`src/rtl/reorder_buffer_pkg.sv`:
```
// Shared sizing for the reorder buffer and the execute stage that feeds it.
// The global size macros get fallback values here so this slice also builds on its own.
`ifndef ROB_ID_SIZE
`define ROB_ID_SIZE 4
`endif
`ifndef DATA_WIDTH
`define DATA_WIDTH 32
`endif
`ifndef DEST_ADDR_SIZE
`define DEST_ADDR_SIZE 5
`endif
`ifndef ROB_CTRL_WIDTH
`define ROB_CTRL_WIDTH 6
`endif

package reorder_buffer_pkg;
    localparam int ROB_ID_SIZE_DEFAULT   = `ROB_ID_SIZE;
    localparam int DATA_WIDTH_DEFAULT    = `DATA_WIDTH;
    localparam int DEST_REG_SIZE_DEFAULT = `DEST_ADDR_SIZE;
    localparam int CTRL_WIDTH_DEFAULT    = `ROB_CTRL_WIDTH;
endpackage

```
`src/rtl/reorder_buffer_ptr.sv`:
```
// Wrap-bit pointer: the low bits index the buffer, and the MSB toggles on each lap.
module rob_ptr #(
    parameter int ID_SIZE = 4
) (
    input  logic             clk,
    input  logic             reset,
    input  logic             flush,
    input  logic             inc,
    output logic [ID_SIZE:0] ptr
);

    always_ff @(posedge clk or posedge reset) begin
        if (reset) begin
            ptr <= '0;
        end else if (flush) begin
            ptr <= '0;
        end else if (inc) begin
            ptr <= ptr + 1'b1;
        end
    end

endmodule

```
`src/rtl/reorder_buffer.sv`:
```
// In-order retirement buffer: dispatch allocates at the tail, execute marks entries done
// by id, and the head entry retires one per cycle once it is done.
module reorder_buffer
    import reorder_buffer_pkg::*;
#(
    parameter int ROB_ID_SIZE   = ROB_ID_SIZE_DEFAULT,
    parameter int DATA_WIDTH    = DATA_WIDTH_DEFAULT,
    parameter int DEST_REG_SIZE = DEST_REG_SIZE_DEFAULT,
    parameter int CTRL_WIDTH    = CTRL_WIDTH_DEFAULT
) (
    input  logic                     clk,
    input  logic                     reset,
    input  logic                     flush,
    input  logic                     alloc_valid,
    input  logic [DEST_REG_SIZE-1:0] alloc_dest_reg,
    input  logic                     alloc_is_store,
    output logic [ROB_ID_SIZE-1:0]   alloc_rob_entry,
    output logic                     rob_full,
    output logic                     rob_empty,
    output logic [ROB_ID_SIZE:0]     rob_count,
    input  logic                     wb_valid,
    input  logic [ROB_ID_SIZE-1:0]   wb_rob_entry,
    input  logic [DATA_WIDTH-1:0]    wb_data,
    input  logic [CTRL_WIDTH-1:0]    wb_ctrl,
    output logic                     commit_valid,
    output logic [ROB_ID_SIZE-1:0]   commit_rob_entry,
    output logic [DEST_REG_SIZE-1:0] commit_dest_reg,
    output logic [DATA_WIDTH-1:0]    commit_data,
    output logic [CTRL_WIDTH-1:0]    commit_ctrl,
    output logic                     commit_store,
    output logic                     wb_err
);

    localparam int DEPTH = 1 << ROB_ID_SIZE;

    logic [ROB_ID_SIZE:0]   head_ptr;
    logic [ROB_ID_SIZE:0]   tail_ptr;
    logic [ROB_ID_SIZE-1:0] head_idx;
    logic [ROB_ID_SIZE-1:0] tail_idx;

    logic [DEPTH-1:0]         valid_reg;
    logic [DEPTH-1:0]         done_reg;
    logic [DEPTH-1:0]         store_reg;
    logic [DEST_REG_SIZE-1:0] dest_mem [DEPTH];
    logic [DATA_WIDTH-1:0]    data_mem [DEPTH];
    logic [CTRL_WIDTH-1:0]    ctrl_mem [DEPTH];

    logic alloc_fire;
    logic wb_ok;
    logic wb_fire;
    logic wb_bad;
    logic commit_fire;

    logic [DEPTH-1:0] alloc_sel;
    logic [DEPTH-1:0] wb_sel;
    logic [DEPTH-1:0] commit_sel;

    assign head_idx = head_ptr[ROB_ID_SIZE-1:0];
    assign tail_idx = tail_ptr[ROB_ID_SIZE-1:0];

    assign rob_empty       = (head_ptr == tail_ptr);
    assign rob_full        = (head_idx == tail_idx) &&
                             (head_ptr[ROB_ID_SIZE] != tail_ptr[ROB_ID_SIZE]);
    assign rob_count       = tail_ptr - head_ptr;
    assign alloc_rob_entry = tail_idx;

    // Full is judged from registered pointers, so a same-cycle retirement does not free a slot yet.
    assign alloc_fire  = alloc_valid && !rob_full && !flush;
    assign wb_ok       = valid_reg[wb_rob_entry] && !done_reg[wb_rob_entry];
    assign wb_fire     = wb_valid && !flush && wb_ok;
    assign wb_bad      = wb_valid && !flush && !wb_ok;
    assign commit_fire = !flush && valid_reg[head_idx] && done_reg[head_idx];

    generate
        for (genvar gi = 0; gi < DEPTH; gi++) begin : g_sel
            assign alloc_sel[gi]  = alloc_fire  && (tail_idx == ROB_ID_SIZE'(gi));
            assign wb_sel[gi]     = wb_fire     && (wb_rob_entry == ROB_ID_SIZE'(gi));
            assign commit_sel[gi] = commit_fire && (head_idx == ROB_ID_SIZE'(gi));
        end
    endgenerate

    rob_ptr #(.ID_SIZE(ROB_ID_SIZE)) u_head_ptr (
        .clk   (clk),
        .reset (reset),
        .flush (flush),
        .inc   (commit_fire),
        .ptr   (head_ptr)
    );

    rob_ptr #(.ID_SIZE(ROB_ID_SIZE)) u_tail_ptr (
        .clk   (clk),
        .reset (reset),
        .flush (flush),
        .inc   (alloc_fire),
        .ptr   (tail_ptr)
    );

    // Alloc only targets a free slot and commit only a valid one, so they never hit the same entry.
    always_ff @(posedge clk or posedge reset) begin
        if (reset) begin
            valid_reg <= '0;
            done_reg  <= '0;
        end else if (flush) begin
            valid_reg <= '0;
            done_reg  <= '0;
        end else begin
            for (int i = 0; i < DEPTH; i++) begin
                if (alloc_sel[i]) begin
                    valid_reg[i] <= 1'b1;
                    done_reg[i]  <= 1'b0;
                end else begin
                    if (commit_sel[i]) valid_reg[i] <= 1'b0;
                    if (wb_sel[i])     done_reg[i]  <= 1'b1;
                end
            end
        end
    end

    always_ff @(posedge clk) begin
        for (int i = 0; i < DEPTH; i++) begin
            if (alloc_sel[i]) begin
                dest_mem[i]  <= alloc_dest_reg;
                store_reg[i] <= alloc_is_store;
            end
            if (wb_sel[i]) begin
                data_mem[i] <= wb_data;
                ctrl_mem[i] <= wb_ctrl;
            end
        end
    end

    always_ff @(posedge clk or posedge reset) begin
        if (reset) begin
            commit_valid     <= 1'b0;
            commit_store     <= 1'b0;
            commit_rob_entry <= '0;
            commit_dest_reg  <= '0;
            commit_data      <= '0;
            commit_ctrl      <= '0;
            wb_err           <= 1'b0;
        end else if (flush) begin
            commit_valid <= 1'b0;
            commit_store <= 1'b0;
            wb_err       <= 1'b0;
        end else begin
            commit_valid <= commit_fire;
            commit_store <= commit_fire && store_reg[head_idx];
            if (commit_fire) begin
                commit_rob_entry <= head_idx;
                commit_dest_reg  <= dest_mem[head_idx];
                commit_data      <= data_mem[head_idx];
                commit_ctrl      <= ctrl_mem[head_idx];
            end
            if (wb_bad) wb_err <= 1'b1;
        end
    end

endmodule
```
`config.mk`:
```
export PLATFORM = sky130hd
export DESIGN_NAME = reorder_buffer
export DESIGN_NICKNAME = d
export VERILOG_FILES = /design/src/rtl/reorder_buffer_pkg.sv /design/src/rtl/reorder_buffer_ptr.sv /design/src/rtl/reorder_buffer.sv
export SDC_FILE = /design/constraint.sdc
export NUM_CORES = 1
export LEC_CHECK = 0
export BUFFER_PORTS_ARGS = -buffer_cell sky130_fd_sc_hd__buf_4
export CORE_ASPECT_RATIO = 1.5
export CORE_MARGIN = 2
export CORE_UTILIZATION = 66
export DETAILED_ROUTE_END_ITERATION = 10
export PLACE_DENSITY = 0.84
export SYNTH_ARGS = -nofsm -noshare
export SYNTH_HDL_FRONTEND = slang
export SYNTH_SLANG_ARGS = --single-unit
```
`constraint.sdc`:
```
create_clock -name clk -period 10.3 [get_ports clk]
set_input_delay 1.03 -clock clk [delete_from_list [all_inputs] [get_ports clk]]
set_output_delay 1.03 -clock clk [all_outputs]
set_load 0.02 [all_outputs]
```
==> metrics.cfg <==
[global_route]
top_usage_layer = met2
antenna_found_initial = 4
grt_overflow = 0
grt_pass1_wl_mm = 109
grt_pass1_vias = 16300
grt_use_met2_pct = 53.7
met1_usage_pct = 39.5
grtUsageMet3_pct = 4.62
grt_max_degree = 128
grt_usage_pct = 31.0

[sta]
period_minus_slack_ns = 4.76
rsz0062_at_grt = no
whs_ns = 0.454
finalSetupTns_ns = 0
max_slew_margin_pct = 29.8
maxSlewViolCount = 0
finClkSkew_ns = 0.0176
worst_pin_slew_ns = 1.05
max_freq_ghz = 0.210
hold_viol = 0
setup_viol = 0
fin_crit_sh_pct = 46.2

[outcome]
outcome = completed

[place]
place_hpwl_mm = 35.6
place_congestion = 0.819
port_buffers = 113
place_area_um2 = 32800

[finish]
nets = 1584
top_register = data_mem
drive_gt1_share_pct = 34.9
syn_to_final_growth_pct = 11.8
postLayoutCellArea_um2 = 35000
biggestRegsByFlops = data_mem (512), ctrl_mem (96), dest_mem (80)
largest_reg_flops = 512

[cts]
clkSinkCount = 796
clk_path_buf_depth = 3
ctsHoldBuffers = 0
cts-htree-levels = 3
cts_buffers = 70
clk_latency_ns = 0.61
cts_tree = built
clock-root-buffer = clkbuf_16
clkTransAtPathRegs_ns = 0.06
cts_resized = 0
cts_setup_buffers = 0

[synthesis]
synth_edf_count = 704
synth_flop_cell = edfxtp_1
async_flop_share_pct = 11.6
synth_nets = 1456
ys_ff_latch = 796
synth_area_per_cell_um2 = 22.5
yosysWarnings = 0
yosysSeqAreaShare_pct = 74.8
synth_cells = 1390
synth_area_leaders = edfxtp_1 67%, mux4_2 17%, dfrtp_1 7.3%
synth_top_area_share_pct = 67.5
synth_common_cells = 704 x edfxtp_1, 234 x mux4_2, 92 x dfrtp_1
syn_area_um2 = 31300
yosysTopAreaCell = edfxtp_1
yosysUniqueCellTypes = 46
synth_most_common_cell = edfxtp_1

[die]
die_y_um = 271
dieArea_um2 = 49300
pin_count = 114
core-area_um2 = 46800
fp-row-count = 97
start_util_pct = 66.9
dieWidth_um = 182

[worst_setup_path]
cp.required_ns = 10.78
r2r_cells = 8
crit_path_max_incr_delay_ns = 0.73
critical_path_class = reg2reg
crit_top_cell = buf_4
crit_family = buffers and inverters
startpoint_type = register
worstSetupEndpointType = register
critical_path_depth = 8
path_buf_inv = 3
cp_slowest_cell = dfrtp_4
worstPathCellList = buf_4, buf_4, mux2i_1, mux4_2, a2111oi_4, nand2_4, buf_4, mux2_4
arrival_ns = 5.24
crit_path_max_fanout = 51

[detailed_routing]
drt-initial-drc-count = 1848
drt_wl_total_mm = 73.1
routedWlPerCell_um = 33.7
ant_nets = 0
drc = 0
drt-pass1-iter-count = 5
vias = 15200
viasPerCell = 7.01

[power_and_ir_drop]
switchingPower_mw = 1.25
p_per_area_nw_per_um2 = 177
power_frac_comb_pct = 2.2
intPower_mw = 4.95
p_clk_share_pct = 40.8
leakage_nw = 11.6
ir_drop_uv = 161
pwr-share-seq_pct = 57.0
swShare_pct = 20.1

[worst_hold_path]
hold_class = in2async

[flow_run]
maxCapViolations = 0

[layer usage]
| metal | wire length [um] | part of all wire (%) |
|---|---|---|
| met1 | 25200 | 34 |
| met2 | 39600 | 54 |
| met3 | 5440 | 7.4 |
| met4 | 2840 | 3.9 |
| met5 | 30 | 0.041 |
[logic make-up after synthesis]
logic type	share of synthesized area, %
AO/OA/AOI/OAI	1.83
XOR/XNOR	0.252
adder cells (fa/ha/maj)	0.543
buffers and inverters	1.39
flip-flops	74.8
multiplexers	19.5
AND/OR/NAND/NOR	1.60
[stage by stage]
step / cells / worst slack [ns] / utilization (%) / power (mW)
global route: 2167 / 5.40 / 74.8 / 6.34
finish: 2167 / 5.54 / 74.8 / 6.20
detailed placement: 2040 / 5.60 / 70.1 / 3.73
CTS: 2165 / 5.60 / 74.7 / 6.23
global placement: 2040 / 5.74 / 70.1 / 3.73
floorplan: 1390 / 4.62 / - / 3.66
[power groups by stage]
stage / registers, mW / clock network, mW / logic, mW
floorplan: 3.60 / 0 / 0.0506
global placement: 3.60 / 0 / 0.128
detailed placement: 3.60 / 0 / 0.136
CTS: 3.53 / 2.56 / 0.138
global route: 3.53 / 2.66 / 0.151
finish: 3.53 / 2.53 / 0.139
[layout by cell type, fill, tap and decap left out, drive strengths merged, types with 5 or more instances in the layout]
cell,instances
o21a,18
inv,13
nand2,22
nand2b,8
a311oi,14
mux2,52
dfrtp,92
edfxtp,704
mux2i,9
a21oi,38
nor3,6
ha,12
xor2,5
mux4,234
clkinv,27
nor2,41
buf,138
clkbuf,89
[layout make-up]
cell class | count | area (um^2)
Antenna cell | 2 | 5.00
Clock buffer | 89 | 1840
Clock inverter | 36 | 330
Fill cell | 2426 | 11800
Inverter | 10 | 41.3
Multi-Input combinational cell | 502 | 7570
Sequential cell | 796 | 23500
Tap cell | 594 | 743
Timing Repair Buffer | 138 | 1050
[final timing paths]
| kind | startpoint | end | slack [ns] |
|---|---|---|---|
| worst max-delay path | u_head_ptr.ptr[1]$_DFFE_PP0P_ | commit_data[13]$_DFFE_PP0P_ | 5.54 |
| worst min-delay path | reset | commit_data[19]$_DFFE_PP0P_ | 0.45 |
| worst max register to register | u_head_ptr.ptr[1]$_DFFE_PP0P_ | commit_data[13]$_DFFE_PP0P_ | 5.54 |
| worst min register to register | commit_rob_entry[2]$_DFFE_PP0P_ | commit_rob_entry[2]$_DFFE_PP0P_ | 0.50 |
| max in group asynchronous | reset | u_head_ptr.ptr[0]$_DFFE_PP0P_ | 8.49 |
| min in group clk | commit_rob_entry[2]$_DFFE_PP0P_ | commit_rob_entry[2]$_DFFE_PP0P_ | 0.50 |
[worst reg2reg max path: cells and delay by family (launching register included)]
kind	cells	cell delay [ns]
buffers and inverters	3	1.92
muxes	3	1.23
AOI/OAI and AO/OA	1	0.48
and+or+nand+nor	1	0.28
DFF	1	0.73
(Power assumes the default switching activity.)
